$ cat src/rtl/rider_steer_enable_pkg.sv
// Shared types and defaults for the rider steering-enable stage.
// Holds the stance FSM encoding, default weight thresholds and stance timer widths.
package segway_steer_pkg;

  typedef enum logic [1:0] {
    IDLE  = 2'd0,
    WAIT  = 2'd1,
    STEER = 2'd2
  } steer_state_e;

  localparam logic [11:0] MIN_RIDER_WT_DEF = 12'h200;
  localparam logic [11:0] WT_HYST_DEF      = 12'h40;

  localparam int TMR_W_FAST = 15;
  localparam int TMR_W_SLOW = 26;

endpackage

$ cat src/rtl/rider_steer_enable_steer_timer.sv
// Stance timer: counts consecutive balanced cycles and flags terminal count.
// Width is 15 bits for fast simulation, 26 bits (~1.34 s at 50 MHz) otherwise.
module steer_timer
  import segway_steer_pkg::*;
#(
  parameter bit FAST_SIM = 1'b1
) (
  input  logic clk,
  input  logic rst,
  input  logic clr,
  input  logic inc,
  output logic full
);

  localparam int W = FAST_SIM ? TMR_W_FAST : TMR_W_SLOW;

  logic [W-1:0] cnt_q;

  always_ff @(posedge clk) begin
    if (rst || clr) begin
      cnt_q <= '0;
    end else if (inc) begin
      cnt_q <= cnt_q + 1'b1;
    end
  end

  assign full = &cnt_q;

endmodule

$ cat src/rtl/rider_steer_enable.sv
// Steering-enable stage: qualifies rider presence and balanced stance from the load cells.
// Optional macro STEER_HYST_EN adds a +/-WT_HYST band around the rider-present threshold.
module rider_steer_enable
  import segway_steer_pkg::*;
#(
  parameter bit          FAST_SIM     = 1'b1,
  parameter logic [11:0] MIN_RIDER_WT = MIN_RIDER_WT_DEF,
  parameter logic [11:0] WT_HYST      = WT_HYST_DEF
) (
  input  logic        clk,
  input  logic        rst,
  input  logic        vld,
  input  logic [11:0] ld_cell_lft,
  input  logic [11:0] ld_cell_rght,
  output logic        en_steer,
  output logic        rider_off
);

`ifdef STEER_HYST_EN
  localparam bit HYST_ON = 1'b1;
`else
  localparam bit HYST_ON = 1'b0;
`endif

  localparam logic [12:0] MIN_WT_13 = {1'b0, MIN_RIDER_WT};
  localparam logic [12:0] HYST_13   = {1'b0, WT_HYST};
  localparam logic [12:0] HI_THR    = HYST_ON ? (MIN_WT_13 + HYST_13) : MIN_WT_13;
  localparam logic [12:0] LO_THR    = MIN_WT_13 - HYST_13;

  logic [12:0]  sum_d, sum_q;
  logic [11:0]  diff_d, diff_q;
  logic         wt_hi, wt_lo, unbal, step_off;
  steer_state_e state_d, state_q;
  logic         en_steer_q, rider_off_q;
  logic         tmr_inc, tmr_clr, tmr_full;

  assign sum_d  = {1'b0, ld_cell_lft} + {1'b0, ld_cell_rght};
  assign diff_d = (ld_cell_lft >= ld_cell_rght) ? (ld_cell_lft - ld_cell_rght)
                                                : (ld_cell_rght - ld_cell_lft);

  always_ff @(posedge clk) begin
    if (rst) begin
      sum_q  <= '0;
      diff_q <= '0;
    end else if (vld) begin
      sum_q  <= sum_d;
      diff_q <= diff_d;
    end
  end

  // Without hysteresis, "present" and "absent" split exactly at MIN_RIDER_WT.
  assign wt_hi    = sum_q > HI_THR;
  assign wt_lo    = HYST_ON ? (sum_q < LO_THR) : (sum_q <= MIN_WT_13);
  assign unbal    = {1'b0, diff_q} > (sum_q >> 2);
  assign step_off = {1'b0, diff_q} > (sum_q - (sum_q >> 4));

  always_comb begin
    state_d = state_q;
    tmr_inc = 1'b0;
    case (state_q)
      IDLE: begin
        if (wt_hi) state_d = WAIT;
      end
      WAIT: begin
        if (wt_lo)         state_d = IDLE;
        else if (unbal)    state_d = WAIT;
        else if (tmr_full) state_d = STEER;
        else               tmr_inc = 1'b1;
      end
      STEER: begin
        if (wt_lo)         state_d = IDLE;
        else if (step_off) state_d = WAIT;
      end
      default: state_d = IDLE;
    endcase
  end

  // Anything other than a balanced WAIT cycle restarts the stance count.
  assign tmr_clr = ~tmr_inc;

  always_ff @(posedge clk) begin
    if (rst) begin
      state_q     <= IDLE;
      en_steer_q  <= 1'b0;
      rider_off_q <= 1'b1;
    end else begin
      state_q     <= state_d;
      en_steer_q  <= (state_d == STEER);
      rider_off_q <= (state_d == IDLE);
    end
  end

  steer_timer #(
    .FAST_SIM(FAST_SIM)
  ) u_timer (
    .clk (clk),
    .rst (rst),
    .clr (tmr_clr),
    .inc (tmr_inc),
    .full(tmr_full)
  );

  assign en_steer  = en_steer_q;
  assign rider_off = rider_off_q;

endmodule

$ cat config.mk
export PLATFORM = sky130hd
export DESIGN_NAME = rider_steer_enable
export DESIGN_NICKNAME = d
export VERILOG_FILES = /design/src/rtl/rider_steer_enable_pkg.sv /design/src/rtl/rider_steer_enable_steer_timer.sv /design/src/rtl/rider_steer_enable.sv
export SDC_FILE = /design/constraint.sdc
export NUM_CORES = 1
export LEC_CHECK = 0
export ABC_AREA = 1
export ABC_CLOCK_PERIOD_IN_PS = 3400
export BUFFER_PORTS_ARGS = -buffer_cell sky130_fd_sc_hd__buf_2
export CAP_MARGIN = 20
export CORE_ASPECT_RATIO = 0.6
export CORE_MARGIN = 2
export CORE_UTILIZATION = 50
export CTS_BUF_LIST = sky130_fd_sc_hd__clkbuf_8 sky130_fd_sc_hd__clkbuf_16
export DETAILED_ROUTE_END_ITERATION = 10
export PLACE_DENSITY = 0.68
export SYNTH_ARGS = -nofsm -noshare
export SYNTH_HDL_FRONTEND = slang
export SYNTH_SLANG_ARGS = --single-unit
$ cat constraint.sdc
create_clock -name clk -period 3.4 [get_ports clk]
set_input_delay 0.17 -clock clk [delete_from_list [all_inputs] [get_ports clk]]
set_output_delay 0.17 -clock clk [all_outputs]
set_load 0.1 [all_outputs]
* After elaboration in Yosys (flattened, before gate mapping)
Cells that the tools add are included.
** Cells by class
- Add/sub/neg operators :: 5
- Magnitude comparators :: 5
- Eq/ne operators :: 3
- Mux-type cells :: 12
- Bitwise logic cells :: 1
- Reductions and logical operators :: 4
** Operator list (count)
- $sub 12x12->12 :: 2
- $add 15x1->15 const B :: 1
- $reduce_and 15->1 :: 1
- $add 12x12->13 :: 1
- $gt 12x13->1 :: 1
- $gt 13x10->1 const B :: 1
- $le 13x10->1 const B :: 1
- $sub 13x9->13 :: 1
- $ge 12x12->1 :: 1
- $gt 12x11->1 :: 1
- $mux 12 :: 1
- $mux 2 :: 6
- $pmux 2 s3 :: 1
- $eq 2x2->1 const B :: 2
- $logic_not 2->1 :: 2
- $mux 1 :: 4
- $eq 2x1->1 const B :: 1
- $logic_or 1x1->1 :: 1
- $not 1->1 :: 1
** Storage, ports and cells
- Flip-flop bits (word level) :: 44
- Input port bits :: 27
- Logic and storage cells :: 36

* Longest topological paths before layout
- Depth in word-level cells :: 7
- Mapped depth :: 20

* Hierarchy
A second synthesis with hierarchy kept.
** Second synthesis, totals
- Cell total of the unflattened synthesis :: 716
- Area total of the unflattened synthesis :: 4855.9 µm²
** By module, submodules not included
- rider_steer_enable :: instances 1, cells an instance 608, area an instance 4070.2 µm², seq. area each 560.5 µm²
- steer_timer :: instances 1, cells an instance 108, area an instance 785.8 µm², seq. area each 300.3 µm²

* Worst setup path before layout
No wires, ideal clock.
- Kind :: register -> register
- From :: register sum_q[0]
- To :: register en_steer_q, in the netlist en_steer
- Library setup time :: 0.071 ns
- Arrival :: 2.663 ns
- Slack :: 0.667 ns
- Cell stages (with the launch flop) :: 17
- Path buffers :: 0
- Period minus slack after synthesis :: 2.733 ns
- Cell sequence :: dfxtp_1 > inv_1 > ha_1 > fa_1 > o21ai_1 > a21oi_1 > o21ai_1 > nand2_1 > nand3_1 > xor2_1 > ha_1 > nand2_1 > nor4_1 > nand4_1 > nand3_1 > nand2_1 > a21oi_1
** On the way
- Longest elaborated chain between the ends :: 6
- Elaborated cells between the ends (all ways) :: 10
** Ends and longest elaborated chain
- start, declared :: RTL line rider_steer_enable.sv:30 : logic [12:0] sum_d, sum_q;
- start signal, assigned :: RTL line rider_steer_enable.sv:46 : sum_q <= sum_d;
- $sub 13x9->13 :: RTL line rider_steer_enable.sv:55 : assign step_off = {1'b0, diff_q} > (sum_q - (sum_q >> 4));
- $gt 12x13->1 :: RTL line rider_steer_enable.sv:55
- $mux 2 :: RTL line rider_steer_enable.sv:72 : else if (step_off) state_d = WAIT;
- $mux 2 :: RTL line rider_steer_enable.sv:71 : if (wt_lo) state_d = IDLE;
- $pmux 2 s3 (*) :: RTL line rider_steer_enable.sv:60 : case (state_q)
- $eq 2x2->1 (*) :: RTL line rider_steer_enable.sv:88 : en_steer_q <= (state_d == STEER);
- end signal, assigned :: RTL line rider_steer_enable.sv:88
- end, declared :: RTL line rider_steer_enable.sv:34 : logic en_steer_q, rider_off_q;
Mark *: on every way between the ends. The rest lies on a longest branch, timed or not.
A chain may end at the register's enable or synchronous reset.

* Final worst setup path
Ends and elaborated chain as after synthesis.

==> impl_metrics.tcl <==
set metrics [dict create \
    syn-cell-area_um2 4460 \
    hold_buffers 0 \
    ys_ff_latch 43 \
    port_buffers 28 \
    post_cts_buffers 0 \
    rsz0062_at_grt "false" \
    clk_path_buf_depth 2 \
    fillerInstances 837 \
    ios 29 \
    finalMaxSlewViolations 0 \
    worst_slew_pin_slew_ns 0.500 \
    p_per_area_nw_per_um2 414 \
    reg2regPathDepth 16 \
    register_area_um2 861 \
    hpwl_mm 9.17 \
    critPathKind "flop to flop" \
    grt_pass1_wl_mm 19.0 \
    final_common_cell "nand2_1" \
    r2r_setup_slack_ns 0.27 \
    yosysUniqueCellTypes 45 \
    vias 4207 \
    finalClockSkew_ns 0.00550 \
    path_clk_slew_ns 0.06 \
    syn_to_final_growth_pct 7.86 \
    crit_fanout 4 \
    cap_viol_max_count 0 \
    grt_pass1_vias 3965 \
    dieArea_um2 9710 \
    worstSetupStartpoint "sum_q[0]" \
    slew_headroom 0.664 \
    synth_nets 749 \
    final_cell_mix "122 x nand2_1, 105 x inv_1, 68 x ha_1" \
    period_share 0.922 \
    netlist_instances 650 \
    fp.dieH_um 77.2 \
    drt_iter0_drc 348 \
    hold_path_class "input pin to flop" \
    hold_ws_ns 0.295 \
    fin_nets 766 \
    outcome "finished, final reports clean" \
    seq_area_frac_synth 0.193 \
    power_uw 1990 \
    tritoncts "built" \
    post_cts_resized 0 \
    clockRootBuffer "clkbuf_16" \
    multiInputGateArea_um2 3080 \
    grt_max_degree 32 \
    stdcell_count 780 \
    cts_htree_levels 2 \
    setup_viol 0 \
    num_antenna_cells 0 \
    wl_per_cell_um 14.4 \
    routabilityCongestion 0.998 \
    peakVddDrop_mv 0.221 \
    yosys_most_used_dff "dfxtp_1" \
    placedCellCount 772 \
    r2r-start "sum_q[0]" \
    placementRows 26 \
    cts_made_buffers 5 \
    fin_crit_ns 3.13 \
    placeableCoreArea_um2 8590 \
    clock.fmax_mhz 319 \
    antenna_found_initial 0 \
    synthArstFlopShare 0 \
    worstPathArrival_ns 3.35 \
    yosys_warnings 0 \
    setup_tns_ns 0 \
    drcViolationCount 0 \
    die_x_um 126 \
    grtUsageTotal 0.242 \
    dr.pass1.iters 8 \
    fin_util 0.560 \
    crit_path_end "en_steer" \
    synth.avg_cell_area_um2 6.86 \
    rr_endpoint "en_steer" \
    vias_per_cell 5.39 \
    cts.sink_count 43 \
    overflow 0 \
    p_leak_uw 0.00254 \
    synth_edf_count 0 \
    end_kind "flop" \
    ant_nets 0 \
    start_util 0.519 \
    startpoint_type "flop" \
    critPathRequiredTime_ns 3.61 \
    drt_wl_total_mm 11.3 \
    drive_gt1_frac 0.0853 \
    clk_latency_ns 0.29 \
    hold_viol 0 \
]
per-stage QoR:
stage	cell area [µm²]	setup slack, ns
CTS	4800	0.166
finish	4810	0.265
global placement	4630	0.413
floorplan	4460	0.667
detailed placement	4630	0.237
global route	4810	0.0530
critical path: stages, from the launching register on:
cell,delay (ns)
dfxtp_1,0.33
inv_1,0.08
ha_1,0.22
fa_1,0.43
o21ai_2,0.24
a21oi_1,0.14
o21ai_2,0.18
nand2_1,0.07
nand3_1,0.08
xor2_1,0.07
ha_1,0.30
nand2_1,0.08
nor4_1,0.32
nand4_1,0.19
nand3_1,0.12
nand2_1,0.07
a21oi_1,0.14
kinds of logic (layout without fill, tap and decap cells):
kind of cell / after synthesis / count (layout) / synth area share
AND/OR/NAND/NOR: 251 / 251 / 0.254
buffers and inverters: 127 / 145 / 0.118
AO/OA/AOI/OAI: 116 / 116 / 0.146
adder cells (fa/ha/maj): 72 / 72 / 0.209
flip-flops: 43 / 43 / 0.193
XOR/XNOR: 41 / 41 / 0.0805
layout make-up:
cell class / instances / share of cell area
multi-input cells: 480 / 0.641
repair buffers: 29 / 0.0307
flip-flops and latches: 43 / 0.179
clock buffers: 6 / 0.0289
inverters: 108 / 0.0843
well taps: 112 / 0.0291
clock inverters: 2 / 0.00728
report_power, final:
part	internal (µW)	switching (µW)
registers	537	32.8
clock network	365	200
logic	309	547
state kept, by name (all words and copies together), names as in the netlist:
signal         count
rider_off          1
u_timer.cnt_q     15
diff_q            11
en_steer           1
sum_q             13
state_q            2
how the worst min path moves through the flow:
stage,endpoint,startpoint,depth (start not counted)
after detailed placement,u_timer.cnt_q[0],u_timer.cnt_q[0],1
after global routing,diff_q[1],rst,2
final,state_q[1],rst,2
after global placement,u_timer.cnt_q[0],u_timer.cnt_q[0],1
after CTS,diff_q[1],rst,2
after floorplan,sum_q[0],ld_cell_rght[0],2
synth_stat cells, types with 5 or more instances:
cell / instances / share of area
nand2_1: 122 / 0.10
inv_1: 105 / 0.088
ha_1: 68 / 0.19
a21oi_1: 59 / 0.066
nor2_1: 52 / 0.044
dfxtp_1: 43 / 0.19
xor2_1: 34 / 0.067
nand3_1: 32 / 0.036
o21ai_0: 26 / 0.029
nand4_1: 15 / 0.021
nor3_1: 10 / 0.011
buf_4: 7 / 0.012
o21ai_1: 7 / 0.0079
xnor2_1: 7 / 0.014
o211ai_1: 6 / 0.010
buf_2: 5 / 0.0056
per-layer routing:
| layer | wire length (µm) | track usage |
|---|---|---|
| met1 | 5840 | 0.359 |
| met2 | 4250 | 0.351 |
| met3 | 1120 | 0.0733 |
| met4 | 53 | 0.0319 |
| met5 | 0 | 0 |
Note: power is estimated with default switching activity, not from simulation.
